<file path="src/rtl/l0_ctrl_if.sv">
// Control-side bus of the L0 sequencer: job request, SRAM read port, L0 strobes and status.
interface l0_ctrl_if #(
  parameter int addr_w = 11,
  parameter int cnt_w  = 8
);
  logic              start;
  logic [cnt_w-1:0]  num_vec;
  logic [addr_w-1:0] base_addr;
  logic              array_en;
  logic              sram_cen;
  logic              sram_wen;
  logic [addr_w-1:0] sram_addr;
  logic              l0_wr;
  logic              l0_rd;
  logic              busy;
  logic              done;

  modport master (
    input  start, num_vec, base_addr, array_en,
    output sram_cen, sram_wen, sram_addr, l0_wr, l0_rd, busy, done
  );

  modport slave (
    output start, num_vec, base_addr, array_en,
    input  sram_cen, sram_wen, sram_addr, l0_wr, l0_rd, busy, done
  );
endinterface

</file>
<file path="src/rtl/l0_ctrl.sv">
// L0 row-input FIFO sequencer: streams activation vectors SRAM->L0->array, then waits out the row skew.
// Optional macro L0_CTRL_STALL_CNT_EN adds a 16-bit back-pressure stall counter output.
module l0_ctrl #(
  parameter int row    = 8,
  parameter int bw     = 4,
  parameter int depth  = 64,
  parameter int addr_w = 11,
  parameter int cnt_w  = 8
) (
  input  logic         clk,
  input  logic         reset,
  l0_ctrl_if.master    bus
`ifdef L0_CTRL_STALL_CNT_EN
  ,
  output logic [15:0]  stall_cnt
`endif
);

  localparam int skew_w = $clog2(row) + 1;
  localparam logic [cnt_w:0]    depth_c   = (cnt_w + 1)'(depth);
  localparam logic [cnt_w:0]    one_c     = (cnt_w + 1)'(1);
  localparam logic [skew_w-1:0] skew_last = skew_w'(row - 1);

  // Occupancy is compared in cnt_w+1 bits, so depth must fit there.
  if (row < 1 || bw < 1 || depth < 1 || depth > (2 ** cnt_w)) begin : g_param_check
    $error("l0_ctrl: illegal parameter set");
  end

  typedef enum logic [1:0] {
    IDLE  = 2'd0,
    RUN   = 2'd1,
    FLUSH = 2'd2,
    DONE  = 2'd3
  } state_t;

  state_t              state_r, state_s;
  logic [cnt_w:0]      num_r, issued_r, written_r, drained_r;
  logic [cnt_w:0]      occ_s;
  logic [addr_w-1:0]   base_r;
  logic [skew_w-1:0]   skew_r;
  logic                wr_pend_r;
  logic                issue_s, drain_s, accept_s;

  // Occupancy counts in-flight reads too, so L0 can never overflow.
  assign occ_s = issued_r - drained_r;

  // Next-state and issue/drain decode from registered state and counters.
  always_comb begin
    state_s  = state_r;
    issue_s  = 1'b0;
    drain_s  = 1'b0;
    accept_s = 1'b0;
    case (state_r)
      IDLE: begin
        if (bus.start) begin
          accept_s = 1'b1;
          if (bus.num_vec != {cnt_w{1'b0}}) begin
            state_s = RUN;
          end else begin
            state_s = DONE;
          end
        end else begin
          state_s = IDLE;
        end
      end
      RUN: begin
        issue_s = (issued_r < num_r) && (occ_s < depth_c);
        drain_s = (written_r > drained_r) && bus.array_en;
        if (drain_s && ((drained_r + one_c) == num_r)) begin
          state_s = FLUSH;
        end else begin
          state_s = RUN;
        end
      end
      FLUSH: begin
        if (skew_r == skew_last) begin
          state_s = DONE;
        end else begin
          state_s = FLUSH;
        end
      end
      DONE:    state_s = IDLE;
      default: state_s = IDLE;
    endcase
  end

  // State register.
  always_ff @(posedge clk) begin
    if (reset) begin
      state_r <= IDLE;
    end else begin
      state_r <= state_s;
    end
  end

  // Job registers, progress counters, read-latency pipe and flush skew counter.
  always_ff @(posedge clk) begin
    if (reset) begin
      num_r     <= {(cnt_w + 1){1'b0}};
      base_r    <= {addr_w{1'b0}};
      issued_r  <= {(cnt_w + 1){1'b0}};
      written_r <= {(cnt_w + 1){1'b0}};
      drained_r <= {(cnt_w + 1){1'b0}};
      wr_pend_r <= 1'b0;
      skew_r    <= {skew_w{1'b0}};
    end else begin
      wr_pend_r <= issue_s;
      if (accept_s) begin
        num_r     <= {1'b0, bus.num_vec};
        base_r    <= bus.base_addr;
        issued_r  <= {(cnt_w + 1){1'b0}};
        written_r <= {(cnt_w + 1){1'b0}};
        drained_r <= {(cnt_w + 1){1'b0}};
      end else begin
        if (issue_s)   issued_r  <= issued_r + one_c;
        if (wr_pend_r) written_r <= written_r + one_c;
        if (drain_s)   drained_r <= drained_r + one_c;
      end
      if (state_r == FLUSH) begin
        skew_r <= skew_r + skew_w'(1);
      end else begin
        skew_r <= {skew_w{1'b0}};
      end
    end
  end

  assign bus.sram_cen  = ~issue_s;
  assign bus.sram_wen  = 1'b1;
  assign bus.sram_addr = issue_s ? (base_r + addr_w'(issued_r)) : {addr_w{1'b0}};
  assign bus.l0_wr     = wr_pend_r;
  assign bus.l0_rd     = drain_s;
  assign bus.busy      = (state_r == RUN) || (state_r == FLUSH);
  assign bus.done      = (state_r == DONE);

`ifdef L0_CTRL_STALL_CNT_EN
  logic [15:0] stall_r;

  // Saturating count of RUN cycles where L0 holds data but the array refuses it.
  always_ff @(posedge clk) begin
    if (reset) begin
      stall_r <= 16'h0000;
    end else if (accept_s) begin
      stall_r <= 16'h0000;
    end else if ((state_r == RUN) && (written_r > drained_r) && !bus.array_en
                 && (stall_r != 16'hFFFF)) begin
      stall_r <= stall_r + 16'h0001;
    end else begin
      stall_r <= stall_r;
    end
  end

  assign stall_cnt = stall_r;
`endif

endmodule

</file>
<file path="src/flat_wrapper.sv">
// flat-port wrapper written by rule: the top's interface ports become plain ports
module l0_ctrl_flat 
#(
  parameter int row    = 8,
  parameter int bw     = 4,
  parameter int depth  = 64,
  parameter int addr_w = 11,
  parameter int cnt_w  = 8
)
  (clk, reset, bus_start, bus_num_vec, bus_base_addr, bus_array_en, bus_sram_cen, bus_sram_wen, bus_sram_addr, bus_l0_wr, bus_l0_rd, bus_busy, bus_done);
  l0_ctrl_if #(.addr_w(addr_w), .cnt_w(cnt_w)) bus_i ();
  input  logic clk;
  input  logic reset;
  input wire logic [$bits(bus_i.start)-1:0] bus_start;
  input wire logic [$bits(bus_i.num_vec)-1:0] bus_num_vec;
  input wire logic [$bits(bus_i.base_addr)-1:0] bus_base_addr;
  input wire logic [$bits(bus_i.array_en)-1:0] bus_array_en;
  output wire logic [$bits(bus_i.sram_cen)-1:0] bus_sram_cen;
  output wire logic [$bits(bus_i.sram_wen)-1:0] bus_sram_wen;
  output wire logic [$bits(bus_i.sram_addr)-1:0] bus_sram_addr;
  output wire logic [$bits(bus_i.l0_wr)-1:0] bus_l0_wr;
  output wire logic [$bits(bus_i.l0_rd)-1:0] bus_l0_rd;
  output wire logic [$bits(bus_i.busy)-1:0] bus_busy;
  output wire logic [$bits(bus_i.done)-1:0] bus_done;
  assign bus_i.start = bus_start;
  assign bus_i.num_vec = bus_num_vec;
  assign bus_i.base_addr = bus_base_addr;
  assign bus_i.array_en = bus_array_en;
  assign bus_sram_cen = bus_i.sram_cen;
  assign bus_sram_wen = bus_i.sram_wen;
  assign bus_sram_addr = bus_i.sram_addr;
  assign bus_l0_wr = bus_i.l0_wr;
  assign bus_l0_rd = bus_i.l0_rd;
  assign bus_busy = bus_i.busy;
  assign bus_done = bus_i.done;
  l0_ctrl #(.row(row), .bw(bw), .depth(depth), .addr_w(addr_w), .cnt_w(cnt_w)) u_core (.clk(clk), .reset(reset), .bus(bus_i));
endmodule
</file>
<file path="config.mk">
export PLATFORM = sky130hd
export DESIGN_NAME = l0_ctrl_flat
export DESIGN_NICKNAME = d
export VERILOG_FILES = /design/src/rtl/l0_ctrl_if.sv /design/src/rtl/l0_ctrl.sv /design/src/flat_wrapper.sv
export SDC_FILE = /design/constraint.sdc
export NUM_CORES = 1
export LEC_CHECK = 0
export CORE_UTILIZATION = 40
export DETAILED_ROUTE_END_ITERATION = 7
export PLACE_DENSITY = 0.62
export SYNTH_ARGS = -nofsm -noshare
export SYNTH_HDL_FRONTEND = slang
export SYNTH_SLANG_ARGS = --single-unit
</file>
<file path="constraint.sdc">
create_clock -name clk -period 6.1 [get_ports clk]
set_input_delay 1.83 -clock clk [delete_from_list [all_inputs] [get_ports clk]]
set_output_delay 1.83 -clock clk [all_outputs]
set_load 0.01 [all_outputs]
</file>
==> metrics, run 1 <==
status=complete, no violations; final setup violation count=0; FP Rows=34; crit path capture type=output pin; R2R depth=8; Post-Place Cells=580; fin crit period=5630 ps; Die Ht=97.5 um; hold path start=u_core.skew_r[0]$_SDFF_PP0_; RR Endpoint=u_core.issued_r[8]$_SDFFE_PP0P_; Synth Warn #=0; vias per std cell=5.48; FF+latch count, synth=53; # DRC=0; first drt pass iteration count=5; final hold viol count=0; clock sinks=53; RSZ-0062 raised after global routing=no; total grt overflow=0; Least-Margin Pin Slew=996 ps; Hold Path End=u_core.skew_r[0]$_SDFF_PP0_; hold_ws=455 ps; Gate Count Post-Synth=448; Synthesized Nets=513; Cell Area, Synth=3650 um2; fin util=0.481; max_cap viols=0; CP required=4270 ps; total global-route track usage=0.185; vias in the first global route=3112; worst skew pair latency=300 ps; ratio of final minimum period to clock period=0.923; VDD IR max=0.000142 V; Mapped Avg Cell Area=8.15 um2; antenna violations before repair=0; crit-path cells=clkdlybuf4s50_1 -> o21ai_0 -> a211oi_1 -> o21ai_2 -> clkinv_1 -> clkdlybuf4s50_1; Async SR Flop Fraction=0; Clock transition at path regs=100 ps; worst stage delay on the critical path=550 ps; first-pass GRT wire length=14600 um; worst r2r src=u_core.drained_r[3]$_SDFFE_PP0P_; initial core utilization=0.416; die width=97.5 um; largest net degree at the start of global routing=31; htree depth=2; Post-synth EDFFs=0; CTS Buffer Depth=2; top-level port count=40; fin. max-slew vios=0; skew final=7.16 ps; final WL=8700 um; Hold-fix buffers, CTS=0; fmax=0.178 GHz; postcts setup bufs=0; Worst Hold Class=register to register; overall power=817 uW; post-detail-place hpwl=6510 um; gp weighted congestion=0.826; kind of critical path=input pin to output pin; Core Box Area=8760 um2; CP max FO=9; R2R Setup Slk=3290 ps; Relative slew margins=0.334; Initial DRC Count=133; Layout Cells excl Fill=588; Root Driver=clkbuf_8; IO Port Bufs=38; Area growth syn-to-layout=15.6%; Via Count=3224; Critical-path top delay cell=clkdlybuf4s50_1; register area share after synthesis=0.291; worst path arrival time=3800 ps; diode count=0; Crit path top cell by count=clkdlybuf4s50_1; Leak=0.00155 uW; Power Density=194 nW/um2; Wirelength per Cell=14.8 um; Critical Path Start Type=input pin; cts repair resizes=0; Fin Setup TNS=0 ps; fraction of layout cells with a size suffix above 1=0.0604; Hold Path Stages=1; Routed Antenna Nets=0; Num CTS Buffers=5; Post-synth top flop=dfxtp_1; CTS tree=done; Synth cell types=58; die area=9510 um2; Layout Nets=544
## synth_stat cells, types with 3 or more instances
master | number | area share
nand2_1 | 59 | 0.061
dfxtp_1 | 53 | 0.29
ha_1 | 41 | 0.14
a21oi_1 | 37 | 0.051
nor2_1 | 34 | 0.035
inv_1 | 27 | 0.028
o21ai_0 | 16 | 0.022
nand3_1 | 14 | 0.019
xnor2_1 | 14 | 0.034
clkbuf_1 | 13 | 0.013
nand4_1 | 12 | 0.021
xor2_1 | 12 | 0.029
mux2i_1 | 11 | 0.030
nor3_1 | 9 | 0.012
a211oi_1 | 8 | 0.016
or3_1 | 7 | 0.012
and2_1 | 5 | 0.0086
nor2_2 | 5 | 0.0086
o21a_1 | 5 | 0.010
and3_1 | 4 | 0.0069
nor2b_1 | 4 | 0.0069
o211ai_1 | 4 | 0.0082
a21o_1 | 3 | 0.0062
a21oi_2 | 3 | 0.0072
a31oi_1 | 3 | 0.0051
nand2b_1 | 3 | 0.0051
o31ai_1 | 3 | 0.0062
## flip-flops by register name (all words and copies together) (netlist names)
signal and flops:
u_core.skew_r 4, u_core.num_r 8, u_core.bus.l0_wr 1, u_core.state_r 2, u_core.issued_r 9, u_core.drained_r 9, u_core.base_r 11, u_core.written_r 9
## layout by cell type, fill, tap and decap left out, types with 6 or more instances in the layout
cell | Yosys | routed
a211oi_1 | 8 | 8
a21oi_1 | 37 | 37
clkbuf_8 | 0 | 6
clkdlybuf4s50_1 | 0 | 38
dfxtp_1 | 53 | 53
ha_1 | 41 | 41
inv_1 | 27 | 27
mux2i_1 | 11 | 11
nand2_1 | 59 | 59
nand3_1 | 14 | 14
nand4_1 | 12 | 12
nor2_1 | 34 | 34
nor3_1 | 9 | 9
o21ai_0 | 16 | 16
or3_1 | 7 | 7
xnor2_1 | 14 | 14
xor2_1 | 12 | 12
## where the power goes
| group | switching (uW) | internal [uW] |
|---|---|---|
| clock | 122 | 134 |
| sequential | 18.7 | 364 |
| combinational | 99.8 | 78.2 |
| total | 241 | 576 |
## routing by layer
layer  share of wire  vias up  global-route usage
met1            0.50     1505               0.252
met4           0.011        0              0.0475
met2            0.45       60               0.310
met5               0        -                   0
li1                -     1651                   -
met3           0.033        8              0.0237
## worst max-delay path by stage
stage            startpoint         to  slack, ps  cells after the start
3_3_place_gp   bus_array_en  bus_l0_rd        540                      6
3_5_place_dp   bus_array_en  bus_l0_rd        510                      6
5_1_grt        bus_array_en  bus_l0_rd        300                      6
2_1_floorplan  bus_array_en  bus_l0_rd       1670                      4
6_report       bus_array_en  bus_l0_rd        470                      6
4_1_cts        bus_array_en  bus_l0_rd        500                      6
## cells by family after synthesis
group | synth area share
other | 0.00103
adder cells (fa/ha/maj) | 0.149
flip-flops | 0.291
buffers and inverters | 0.0514
XOR/XNOR | 0.0624
AND/OR/NAND/NOR | 0.224
AO/OA/AOI/OAI | 0.192
multiplexers | 0.0302
## metrics by stage
step                      instance area (um2)  setup WS (ps)
after global routing                     4220            300
after CTS                                4220            500
after detailed placement                 4100            513
final                                    4220            470
after floorplan                          3650           1670
after global placement                   4100            541
## worst max-delay path, delay by kind of cell
kind,cells,cell delay (ps)
AOI/OAI and AO/OA,3,790
buffers and inverters,3,1170
## final cells by class
class | count | area (um2)
well taps | 108 | 135
multi-input cells | 350 | 2400
clock inverters | 1 | 30.0
repair buffers | 40 | 395
flip-flops and latches | 53 | 1060
clock buffers | 7 | 86.3
fillers | 864 | 4550
inverters | 29 | 109
(Power assumes the default switching activity.)
==> run 2: changes to the inputs <==
- CORE_UTILIZATION: 40 -> 35
- PLACE_DENSITY: 0.62 -> 0.66
- clock period: 6.1 -> 5.82 ns (I/O delays scaled with it)
==> run 2 against run 1 <==
Compared with the run above: routed wire length decreased by 4.1%; core utilization decreased by 5.6 points; combinational power increased by 2%; setup slack got worse by 79 ps; clock power decreased by 2%; global-route usage decreased by 2.9 points; critical path depth unchanged; sequential share of layout area decreased by 0.067 points; critical path type unchanged.
==> metrics, run 2 (same netlist as run 1, synthesis figures left out) <==
Initial DRC Count=162 (was 133); met1 Track Usage GR=0.203 (was 0.252); R2R Setup Slk=3090 ps (was 3290 ps); total global-route track usage=0.157 (was 0.185); Routed Antenna Nets=0 (unchanged); initial core utilization=0.367 (was 0.416); largest net degree at the start of global routing=32 (was 31); Clock transition at path regs=90 ps (was 100 ps); Worst Hold Class=register to register (unchanged); die area=10800 um2 (was 9510 um2); gp weighted congestion=0.824 (was 0.826); final setup violation count=0 (unchanged); CP max FO=9 (unchanged); worst path arrival time=3680 ps (was 3800 ps); Wirelength per Cell=13.6 um (was 14.8 um); first-pass GRT wire length=14100 um (was 14600 um); Num CTS Buffers=5 (unchanged); worst r2r src=u_core.drained_r[4]$_SDFFE_PP0P_ (was u_core.drained_r[3]$_SDFFE_PP0P_); Relative slew margins=0.400 (was 0.334); Hold-fix buffers, CTS=0 (unchanged); final WL=8340 um (was 8700 um); kind of critical path=input pin to output pin (unchanged); Largest register FFs=11 (unchanged); diode count=0 (unchanged); Top reg by flops=u_core.base_r (unchanged); R2R depth=8 (unchanged); Core Box Area=9950 um2 (was 8760 um2); most frequent cells in the layout=nand2_1 (59), dfxtp_1 (53), ha_1 (41) (unchanged); fin. max-slew vios=0 (unchanged); Area growth syn-to-layout=15.9% (was 15.6%); RSZ-0062 raised after global routing=no (unchanged); Leak=0.00154 uW (was 0.00155 uW); crit path capture type=output pin (unchanged); htree depth=2 (unchanged); vias in the first global route=3077 (was 3112); antenna violations before repair=0 (unchanged); skew final=16.1 ps (was 7.16 ps); setup ws final=391 ps (was 470 ps); postcts setup bufs=0 (unchanged); VDD IR max=0.000117 V (was 0.000142 V); met2 Usage GRT=0.268 (was 0.310); Critical Path Start Type=input pin (unchanged); worst path bufs/invs=3 (unchanged); total grt overflow=0 (unchanged); RR Endpoint=u_core.bus.l0_wr$_SDFF_PP0_ (was u_core.issued_r[8]$_SDFFE_PP0P_); worst stage delay on the critical path=560 ps (was 550 ps); cts repair resizes=0 (unchanged); worst skew pair latency=320 ps (was 300 ps); first drt pass iteration count=4 (was 5); CP top delay family=buffers and inverters (unchanged); Root Driver=clkbuf_8 (unchanged); fraction of layout cells with a size suffix above 1=0.0586 (was 0.0604); fin util=0.425 (was 0.481); IO Port Bufs=38 (unchanged); status=complete, no violations (unchanged); Hold Path End=u_core.skew_r[0]$_SDFF_PP0_ (unchanged); fin crit period=5430 ps; Hold Path Stages=1 (unchanged); met3 Usage GRT=0.0219 (was 0.0237); max_cap viols=0 (unchanged); Post-Place Cells=604 (was 580); clock sinks=53 (unchanged); fmax=0.184 GHz; Fin Setup TNS=0 ps (unchanged); ratio of final minimum period to clock period=0.933; Critical-path top delay cell=clkdlybuf4s50_1 (unchanged); FP Rows=36 (was 34); pre-CTS WS=391 ps (was 513 ps); # DRC=0 (unchanged); global route hottest layer=met2 (unchanged); Layout Nets=543 (was 544); Layout Cells excl Fill=611 (was 588); post-detail-place hpwl=6300 um (was 6510 um); Via Count=3177 (was 3224); vias per std cell=5.20 (was 5.48); CTS Buffer Depth=2 (unchanged); leading cell type in the layout, fill and taps excluded=nand2_1 (unchanged); final hold viol count=0 (unchanged); CTS tree=done (unchanged); Power Density=197 nW/um2 (was 194 nW/um2); Least-Margin Pin Slew=896 ps (was 996 ps); top-level port count=40 (unchanged); CP required=4070 ps (was 4270 ps); die width=104 um (was 97.5 um); crit-path cells=clkdlybuf4s50_1 -> o21ai_0 -> a211oi_1 -> o21ai_2 -> clkinv_1 -> clkdlybuf4s50_1 (unchanged); Die Ht=104 um (was 97.5 um); Crit path top cell by count=clkdlybuf4s50_1 (unchanged); hold path start=u_core.skew_r[0]$_SDFF_PP0_ (unchanged)
-- run 2: how the worst max path moves through the flow --
stage / startpoint / to / slack (ps) / cells after the start
floorplan: bus_array_en / bus_l0_rd / 1550 / 4
global placement: bus_array_en / bus_l0_rd / 390 / 6
detailed placement: bus_array_en / bus_l0_rd / 390 / 6
CTS: bus_array_en / bus_l0_rd / 400 / 6
global route: bus_array_en / bus_l0_rd / 190 / 6
finish: bus_array_en / bus_l0_rd / 390 / 6
-- run 2: cell type report --
cell class,instances,area (um2)
Tap cell,133,166
Clock inverter,2,35.0
Fill cell,996,5730
Inverter,29,109
Timing Repair Buffer,39,388
Multi-Input combinational cell,350,2400
Clock buffer,5,68.8
Sequential cell,53,1060
-- run 2: through the flow --
stage	instance area (um2)	hold WS, ps	total power, uW
floorplan	3650	418	536
global placement	4130	432	589
detailed placement	4130	446	592
CTS	4230	461	841
global route	4230	466	874
finish	4230	458	833
-- run 2: power breakdown --
group / internal, uW / switching (uW) / total (uW) / leakage, uW
Combinational: 80.4 / 102 / 182 / 0.00106
Sequential: 381 / 19.1 / 400 / 0.000430
Clock: 125 / 125 / 250 / 0.0000540
-- run 2: layer usage --
metal / routed length (um) / up-vias
li1: - / 1644
met1: 3990 / 1455
met2: 3950 / 68
met3: 285 / 10
met4: 107 / 0
met5: 0 / -
